**src/rtl/card_shoe_dealer_pkg.sv**
```systemverilog
// Shared types and constants for the card shoe: FSM states, deck geometry, LFSR taps, rank->value map.
// Latency: none (declarations and a pure function only).
// Backpressure: not applicable.
package card_shoe_dealer_pkg;

    typedef enum logic [1:0] {
        ST_IDLE    = 2'd0,
        ST_SEARCH  = 2'd1,
        ST_PRESENT = 2'd2,
        ST_GAP     = 2'd3
    } deal_state_t;

    // Deck slot address: two suit bits above four rank bits.
    typedef struct packed {
        logic [1:0] suit;
        logic [3:0] rank;
    } slot_t;

    localparam int DECK_SIZE  = 52;
    localparam int RANK_COUNT = 13;

    // Galois right-shift taps for x^16 + x^14 + x^13 + x^11 + 1.
    localparam logic [15:0] LFSR_TAPS = 16'hB400;

    // Ranks 13..15 of every suit are not real cards and stay marked dealt forever.
    localparam logic [63:0] PAD_SLOTS = 64'hE000_E000_E000_E000;

    // Blackjack value of a rank: ace is configurable, pip cards count rank+1, faces count 10.
    function automatic logic [4:0] rank_value(input logic [3:0] rank, input logic [4:0] ace_value);
        logic [4:0] v;
        v = 5'd0;
        if (rank == 4'd0) begin
            v = ace_value;
        end else if (rank <= 4'd8) begin
            v = {1'b0, rank} + 5'd1;
        end else if (rank < 4'(RANK_COUNT)) begin
            v = 5'd10;
        end
        return v;
    endfunction

endpackage

```
**src/rtl/card_shoe_dealer_lfsr16.sv**
```systemverilog
// Free-running 16-bit Galois LFSR with a synchronous load of {INIT_HI, seed}.
// Latency: load or step takes effect on the next clock edge.
// Backpressure: none; steps every cycle that is not a load.
module card_lfsr16
    import card_shoe_dealer_pkg::*;
#(
    parameter logic [10:0] INIT_HI = 11'h5A5
) (
    input  logic       i_clk,
    input  logic       i_load,
    input  logic [4:0] i_seed,
    output logic [5:0] o_draw
);

    logic [15:0] r_state;

    // Reload from the seed when asked, otherwise advance one Galois step.
    always_ff @(posedge i_clk) begin
        if (i_load) begin
            r_state <= {INIT_HI, i_seed};
        end else begin
            r_state <= {1'b0, r_state[15:1]} ^ (r_state[0] ? LFSR_TAPS : 16'h0000);
        end
    end

    // Only the low six bits are ever used, as the starting slot of a search.
    assign o_draw = r_state[5:0];

endmodule

```
**src/rtl/card_shoe_dealer.sv**
```systemverilog
// Deals one card at a time from a 52-card deck without replacement, LFSR-picked slot plus linear probe.
// Latency: submit rises 2 cycles after accept on a first-probe hit, 65 cycles worst case.
// Backpressure: ready is high only in IDLE; deal_req at any other time is dropped, not queued.
module card_shoe_dealer
    import card_shoe_dealer_pkg::*;
#(
    parameter logic [4:0]  ACE_VALUE    = 5'd11,
    parameter logic [10:0] LFSR_INIT_HI = 11'h5A5,
    parameter int          GAP_CYCLES   = 1
) (
    input  logic       i_clk,
    input  logic       i_reset,
    input  logic [4:0] i_seed,
    input  logic       i_deal_req,
    input  logic       i_shuffle,
    output logic       o_ready,
    output logic [4:0] o_card_out,
    output logic       o_submit,
    output logic [1:0] o_card_suit,
    output logic [3:0] o_card_rank,
    output logic [5:0] o_cards_left,
    output logic       o_deck_empty,
    output logic       o_deal_err
);

    localparam int GAP_W = (GAP_CYCLES > 1) ? $clog2(GAP_CYCLES) : 1;

    deal_state_t      r_state;
    logic [63:0]      r_mask;
    logic [5:0]       r_probe;
    logic [5:0]       r_cards_left;
    logic             r_submit;
    logic [4:0]       r_card_out;
    logic [1:0]       r_card_suit;
    logic [3:0]       r_card_rank;
    logic             r_deal_err;
    logic             r_shuf_pend;
    logic [GAP_W-1:0] r_gap_cnt;

    logic             w_idle;
    logic             w_apply_shuf;
    logic             w_accept;
    logic             w_hit;
    logic [5:0]       w_draw;
    logic [5:0]       w_probe_src;
    slot_t            w_slot;

    assign w_idle       = (r_state == ST_IDLE);
    // A pending shuffle, or one arriving while idle, is applied at this edge.
    assign w_apply_shuf = w_idle & (r_shuf_pend | i_shuffle);
    // A same-cycle shuffle refills the deck first, so the deal is always possible then.
    assign w_accept     = w_idle & ~r_shuf_pend & i_deal_req & (i_shuffle | (r_cards_left != 6'd0));
    // With a same-cycle shuffle the first probe comes from the freshly reseeded LFSR value.
    assign w_probe_src  = i_shuffle ? {LFSR_INIT_HI[0], i_seed} : w_draw;
    assign w_hit        = ~r_mask[r_probe];
    assign w_slot       = slot_t'(r_probe);

    card_lfsr16 #(
        .INIT_HI (LFSR_INIT_HI)
    ) u_lfsr (
        .i_clk  (i_clk),
        .i_load (i_reset | w_apply_shuf),
        .i_seed (i_seed),
        .o_draw (w_draw)
    );

    // Deal FSM with the deck mask, probe pointer and registered card outputs.
    always_ff @(posedge i_clk) begin
        if (i_reset) begin
            r_state      <= ST_IDLE;
            r_mask       <= PAD_SLOTS;
            r_probe      <= 6'd0;
            r_cards_left <= 6'(DECK_SIZE);
            r_submit     <= 1'b0;
            r_card_out   <= 5'd0;
            r_card_suit  <= 2'd0;
            r_card_rank  <= 4'd0;
            r_deal_err   <= 1'b0;
            r_shuf_pend  <= 1'b0;
            r_gap_cnt    <= '0;
        end else begin
            r_submit   <= 1'b0;
            r_deal_err <= 1'b0;
            if (!w_idle && i_shuffle) begin
                r_shuf_pend <= 1'b1;
            end
            case (r_state)
                ST_IDLE: begin
                    if (w_apply_shuf) begin
                        r_mask       <= PAD_SLOTS;
                        r_cards_left <= 6'(DECK_SIZE);
                        r_shuf_pend  <= 1'b0;
                    end
                    if (w_accept) begin
                        r_probe <= w_probe_src;
                        r_state <= ST_SEARCH;
                    end else if (!r_shuf_pend && i_deal_req) begin
                        r_deal_err <= 1'b1;
                    end
                end
                ST_SEARCH: begin
                    if (w_hit) begin
                        r_mask[r_probe] <= 1'b1;
                        if (r_cards_left != 6'd0) begin
                            r_cards_left <= r_cards_left - 6'd1;
                        end
                        r_card_suit <= w_slot.suit;
                        r_card_rank <= w_slot.rank;
                        r_card_out  <= rank_value(w_slot.rank, ACE_VALUE);
                        r_submit    <= 1'b1;
                        r_state     <= ST_PRESENT;
                    end else begin
                        r_probe <= r_probe + 6'd1;
                    end
                end
                ST_PRESENT: begin
                    r_gap_cnt <= GAP_W'(GAP_CYCLES - 1);
                    r_state   <= ST_GAP;
                end
                default: begin
                    if (r_gap_cnt == '0) begin
                        r_state <= ST_IDLE;
                    end else begin
                        r_gap_cnt <= r_gap_cnt - 1'b1;
                    end
                end
            endcase
        end
    end

    // The idle cycle that applies a pending shuffle does not take a deal.
    assign o_ready      = w_idle & ~r_shuf_pend;
    assign o_submit     = r_submit;
    assign o_card_out   = r_card_out;
    assign o_card_suit  = r_card_suit;
    assign o_card_rank  = r_card_rank;
    assign o_cards_left = r_cards_left;
    assign o_deck_empty = (r_cards_left == 6'd0);
    assign o_deal_err   = r_deal_err;

endmodule

```
**config.mk**
```make
export PLATFORM = sky130hd
export DESIGN_NAME = card_shoe_dealer
export DESIGN_NICKNAME = d
export VERILOG_FILES = /design/src/rtl/card_shoe_dealer_pkg.sv /design/src/rtl/card_shoe_dealer_lfsr16.sv /design/src/rtl/card_shoe_dealer.sv
export SDC_FILE = /design/constraint.sdc
export NUM_CORES = 1
export LEC_CHECK = 0
export CORE_MARGIN = 3
export CORE_UTILIZATION = 54
export CTS_BUF_LIST = sky130_fd_sc_hd__clkbuf_2
export DETAILED_ROUTE_END_ITERATION = 7
export PLACE_DENSITY = 0.74
export SLEW_MARGIN = 10
export SYNTH_ARGS = -nofsm -noshare
export SYNTH_HDL_FRONTEND = slang
export SYNTH_SLANG_ARGS = --single-unit
```
**constraint.sdc**
```tcl
create_clock -name i_clk -period 4.4 [get_ports i_clk]
set_input_delay 0.88 -clock i_clk [delete_from_list [all_inputs] [get_ports i_clk]]
set_output_delay 0.88 -clock i_clk [all_outputs]
set_load 0.1 [all_outputs]
```
* Word-level counts from Yosys, hierarchy flattened
Cells that the tools add are included.
Widths: inputs -> output; s select.
** Word-level totals
- Flip-flop bits (word level) :: 109
- Bits of input ports :: 9
- Output and inout port bits :: 21
- Word-level logic and storage cells :: 91
** Operators by class
- Add/subtract/negate cells :: 4
- $lt $le $gt $ge :: 4
- Eq/ne operators :: 8
- Muxes and demuxes :: 31
- Bitwise gates (word level) :: 13
- Reduce and logical (&&, ||, !) cells :: 18
** Operators with widths (number)
- $mux 64 :: 2
- $pmux 64 s2 :: 1
- $or 64x64->64 :: 1
- $mux 6 :: 6
- $pmux 6 s2 :: 2
- $mux 16 :: 1
- $xor 15x16->16 :: 1
- $mux 5 :: 3
- $reduce_and 3->1 :: 3
- $mux 1 :: 8
- $lt 6x7->1 const B :: 1
- $add 6x1->6 const B :: 1
- $bmux 1 s6 :: 1
- $demux 1 s6 :: 1
- $ge 6x1->1 const B :: 1
- $logic_not 6->1 :: 1
- $mux 2 :: 3
- $ne 2x2->1 const B :: 3
- $pmux 2 s3 :: 1
- $reduce_bool 6->1 :: 1
- $sub 6x1->6 const B :: 1
- $add 4x1->5 const B :: 1
- $and 1x1->1 :: 4
- $le 4x4->1 const B :: 1
- other kinds (19) :: 29

* Depth between registers and ports, before layout
- Depth in word-level cells :: 7
- Gate-level depth with buffers :: 12
- Mapped depth without buffers :: 8

* By module
From an unflattened synthesis, not the netlist that was laid out.
** Unflattened totals
- Cells, all modules :: 504
- Area total of the unflattened synthesis :: 4984.8 um2
** Modules (own cells, without submodules)
- card_shoe_dealer :: instances 1, cells each 461, area each 4440.5 um2, sequential area each 1841.8 um2
- card_lfsr16 :: instances 1, cells each 43, area each 544.3 um2, sequential area each 320.3 um2

* Worst setup path before layout
No wires, ideal clock.
- Path kind :: flip-flop to flip-flop
- Start :: register r_cards_left[2] (netlist: o_cards_left[2])
- End :: register r_probe[4]
- Library setup time :: 0.091 ns
- Arrival time :: 3.733 ns
- Required time :: 4.309 ns
- Setup slack :: 0.576 ns
- Stages on the path, launching flop included :: 8
- Path buffers :: 0
- Clock period less this slack :: 3.824 ns
- Cells stage by stage :: dfxtp_1 > or3_1 > nor3b_2 > a21oi_1 > a21o_1 > and3_1 > and3_1 > a311oi_1
** On the way
- Word-level cells in the longest chain between the ends :: 5
** RTL lines
- start, declared :: RTL line card_shoe_dealer.sv:31 : logic [5:0] r_cards_left;
- start signal, assigned :: RTL line card_shoe_dealer.sv:73 : r_cards_left <= 6'(DECK_SIZE);
- start signal, assigned :: RTL line card_shoe_dealer.sv:91 : r_cards_left <= 6'(DECK_SIZE);
- start signal, assigned :: RTL line card_shoe_dealer.sv:105 : r_cards_left <= r_cards_left - 6'd1;
- $reduce_bool 6->1 :: RTL line card_shoe_dealer.sv:52 : assign w_accept = w_idle & ~r_shuf_pend & i_deal_req & (i_shuffle | (r_cards_left != 6'd0));
- $or 1x1->1 :: RTL line card_shoe_dealer.sv:52
- $and 1x1->1 :: RTL line card_shoe_dealer.sv:52
- $ne 2x1->1 (no line)
- $reduce_and 3->1 (no line)
- end signal, assigned :: RTL line card_shoe_dealer.sv:95 : r_probe <= w_probe_src;
- end signal, assigned :: RTL line card_shoe_dealer.sv:113 : r_probe <= r_probe + 6'd1;
- end, declared :: RTL line card_shoe_dealer.sv:30 : logic [5:0] r_probe;
Every way passes these cells.
A chain may end at the register's enable or synchronous reset.

* Worst setup path in the final report
- Start :: register r_probe[1]
- End :: register r_cards_left[4] (netlist: o_cards_left[4])
** On the way
- Word-level cells in the longest chain between the ends :: 4
** RTL lines
- $bmux 1 s6 :: RTL line card_shoe_dealer.sv:55 : assign w_hit = ~r_mask[r_probe];
- $mux 1 (not written as such) :: RTL line card_shoe_dealer.sv:55
- $ne 2x2->1 (no line)
- $reduce_and 4->1 (no line)
Every way passes these cells. The select of a mux whose other input is x is not followed.

==> metrics.txt <==
outcome completed; actual slew at the worst max-slew pin 1380 ps; CP top delay family simple AND/OR/NAND/NOR gates; EDFF count, synth 0; Die Height 101 um; switching power 1.87 mW; H-tree depth 3; MaxCap Viol Count 0; Post-synth top flop dfxtp_1; TritonCTS Sinks 108; drt initial violations 408; Syn Nets 547; TNS Setup 0 ps; row count 34; hold depth 1; Switching Fraction 50.4%; post-CTS sizing 0; total core area 0.00876 sq mm; # DRC 0; CP bufs+invs 1; Slew Limit Headroom 7.59%; critical path arrival 4160 ps; total track usage 23.0%; crit path max-delay cell type dfxtp_1; Final Hold Viols 0; fin nets 561; WL/cell 17.4 um; Reg2Reg Depth 8; Max Fanout on Critical Path 18; Clock Skew 31.1 ps; Placed Area 0.00528 sq mm; worst min-delay path startpoint u_lfsr.r_state[8]$_SDFF_PN0_; PD cells 691 mW/mm^2; CP Class reg2reg; via count 4114; pre-CTS setup slack 674 ps; Die X 101 um; port bufs 29; Final period util 83.2%; synth top area cells dfxtp_1, nor2_1, a31oi_1; startpoint types flop; slowest stage delay, CP 980 ps; Finished Layout Cells 657; sequential share of power 35.4%; TritonCTS clock tree yes; crit path time final 3660 ps; dpl hpwl 7.69 mm; routability cong. 0.815; P_int 1.84 mW; commonest non-fill, non-tap cell in the layout dfxtp_1; die area 0.0102 sq mm; reg-to-reg endpoint o_cards_left[4]$_SDFFE_PP1P_; Worst Hold Class reg2reg; RSZ-0062 raised after global routing no; ant diodes 0; ys async rst share 0%; Cells after Synth 530; number of global-route vias before repair 3785; dominant cell type by area after synthesis dfxtp_1; crit path cell chain buf_4 -> mux4_2 -> nand3_1 -> nand4_1 -> a2111oi_4 -> nand3_2 -> or4_1 -> a21oi_1; top-area cell type share of the netlist area 44.2%; Synth cell types 63; peak supply drop 0.330 mV; initial antenna violation count 0; share of cells above drive strength 1 10.7%; CTS max path bufs 2; Crit. End Element flop; hold_ws 458 ps; later-pin clock latency in the skew report 570 ps; Worst EP required 4900 ps; area grow syn2layout 9.76%; R2R Setup Slk 740 ps; Yosys reg bits 108; TritonRoute pass-1 iters 5; most frequent cells in the layout dfxtp_1, nor2_1, a31oi_1; Reg2Reg Launch Point r_probe[1]$_SDFFE_PP0P_; CTS root buf clkbuf_2; final instance area 0.00537 sq mm; Worst Hold End u_lfsr.r_state[7]$_SDFF_PN1_; placed instance count 641; CTS Buf Count 9; Total Routed Length 11.4 mm; Initial Util 55.9%; fmax 273 MHz; Reg clk slew, reported paths 280 ps; # hold bufs at CTS 0; grt total ovfl 0; worst setup margin 739 ps; Final setup viols 0; Synth warnings 0; Setup Buffers After CTS 0; synthesized area 0.00490 sq mm; post-route ant nets 0; num ports 30; Critical Path Source r_probe[1]$_SDFFE_PP0P_; clock share of power 10.9%; wire length of the first global-routing pass 18.9 mm; Slew Limit Fails 0; combinational fraction of design power 53.6%; pin count of the biggest net entering global routing 37; Syn Area/Cell 9.24 sq um; Leakage 1.97 nW; via/cell ratio 6.26; sequential area share after synthesis 44.2%
[worst max path at each step]
stage                                        end  cells past startpoint  slack [ps]
floorplan                r_probe[4]$_SDFFE_PP0P_                      7         580
global placement    o_cards_left[4]$_SDFFE_PP1P_                      9         720
detailed placement  o_cards_left[4]$_SDFFE_PP1P_                      9         670
CTS                                      o_ready                      4         740
global route        o_cards_left[4]$_SDFFE_PP1P_                      8         530
finish              o_cards_left[4]$_SDFFE_PP1P_                      8         740
[flip-flops by register name, indices dropped and copies added (netlist names)]
signal,cells
r_mask,64
u_lfsr.r_state,16
o_cards_left,6
r_probe,6
o_card_out,5
o_card_rank,4
o_card_suit,2
r_state,2
o_deal_err,1
o_submit,1
r_shuf_pend,1
[area by class of cell]
| cell class | instances | area [sq um] |
|---|---|---|
| clock buffers | 9 | 45.0 |
| clock inverters | 7 | 51.3 |
| fillers | 750 | 3390 |
| inverters | 11 | 41.3 |
| multi-input cells | 370 | 2510 |
| flip-flops and latches | 108 | 2160 |
| well taps | 108 | 135 |
| repair buffers | 44 | 425 |
[cell usage after synthesis (all sizes together) (2+ instances only)]
| master | count |
|---|---|
| a211oi | 3 |
| nand2 | 22 |
| ha | 8 |
| or4 | 5 |
| nor3 | 13 |
| a2111oi | 2 |
| nand4 | 2 |
| mux2 | 9 |
| a21o | 4 |
| xnor2 | 3 |
| a311o | 4 |
| o311ai | 2 |
| nor2 | 86 |
| a21boi | 2 |
| or3 | 5 |
| nor2b | 10 |
| a311oi | 8 |
| nor3b | 10 |
| and2 | 6 |
| a221oi | 5 |
| clkbuf | 22 |
| o21ai | 10 |
| nand3 | 12 |
| nand2b | 7 |
| a21oi | 27 |
| inv | 11 |
| a41oi | 2 |
| a22o | 2 |
| buf | 19 |
| mux4 | 8 |
| and3b | 3 |
| dfxtp | 108 |
| mux2i | 17 |
| and3 | 8 |
| nand3b | 2 |
| and4 | 2 |
| a211o | 11 |
| a31oi | 37 |
[stage by stage]
step,power [mW],util (%)
floorplan,2.82,-
global placement,3.28,60.2
detailed placement,3.30,60.2
CTS,3.71,61.3
global route,3.95,61.3
finish,3.72,61.3
[layer usage]
layer,global-route usage [%],vias to the layer above,part of all wire (%)
met5,0,-,0
met4,7.98,0,1.7
met1,32.7,1963,44
met2,36.0,164,48
li1,-,1968,-
met3,3.10,19,6.2
[power groups by stage]
stage	registers [mW]	clock network (mW)	logic [mW]
6_report	1.32	0.406	1.99
5_1_grt	1.34	0.459	2.15
4_1_cts	1.32	0.418	1.97
3_5_place_dp	1.34	0	1.96
3_3_place_gp	1.33	0	1.95
2_1_floorplan	1.50	0	1.31
[kinds of logic (layout without fill, tap and decap cells)]
family	count (synthesis)	count (layout)	synth area share (%)
AOI/OAI and AO/OA	129	129	18.7
xor gates and xnor gates	3	3	0.537
adders and majority gates	8	8	2.04
buffers and inverters	52	71	5.21
DFF	108	108	44.2
muxes	34	34	9.30
and+or+nand+nor	196	196	20.1
[worst reg2reg max path, cell delays in order (launching register included)]
cell and delay (ps):
dfxtp_1 980, buf_4 340, mux4_2 520, nand3_1 90, nand4_1 160, a2111oi_4 420, nand3_2 370, or4_1 560
a21oi_1 160
Power figures use the tool's default switching activity.
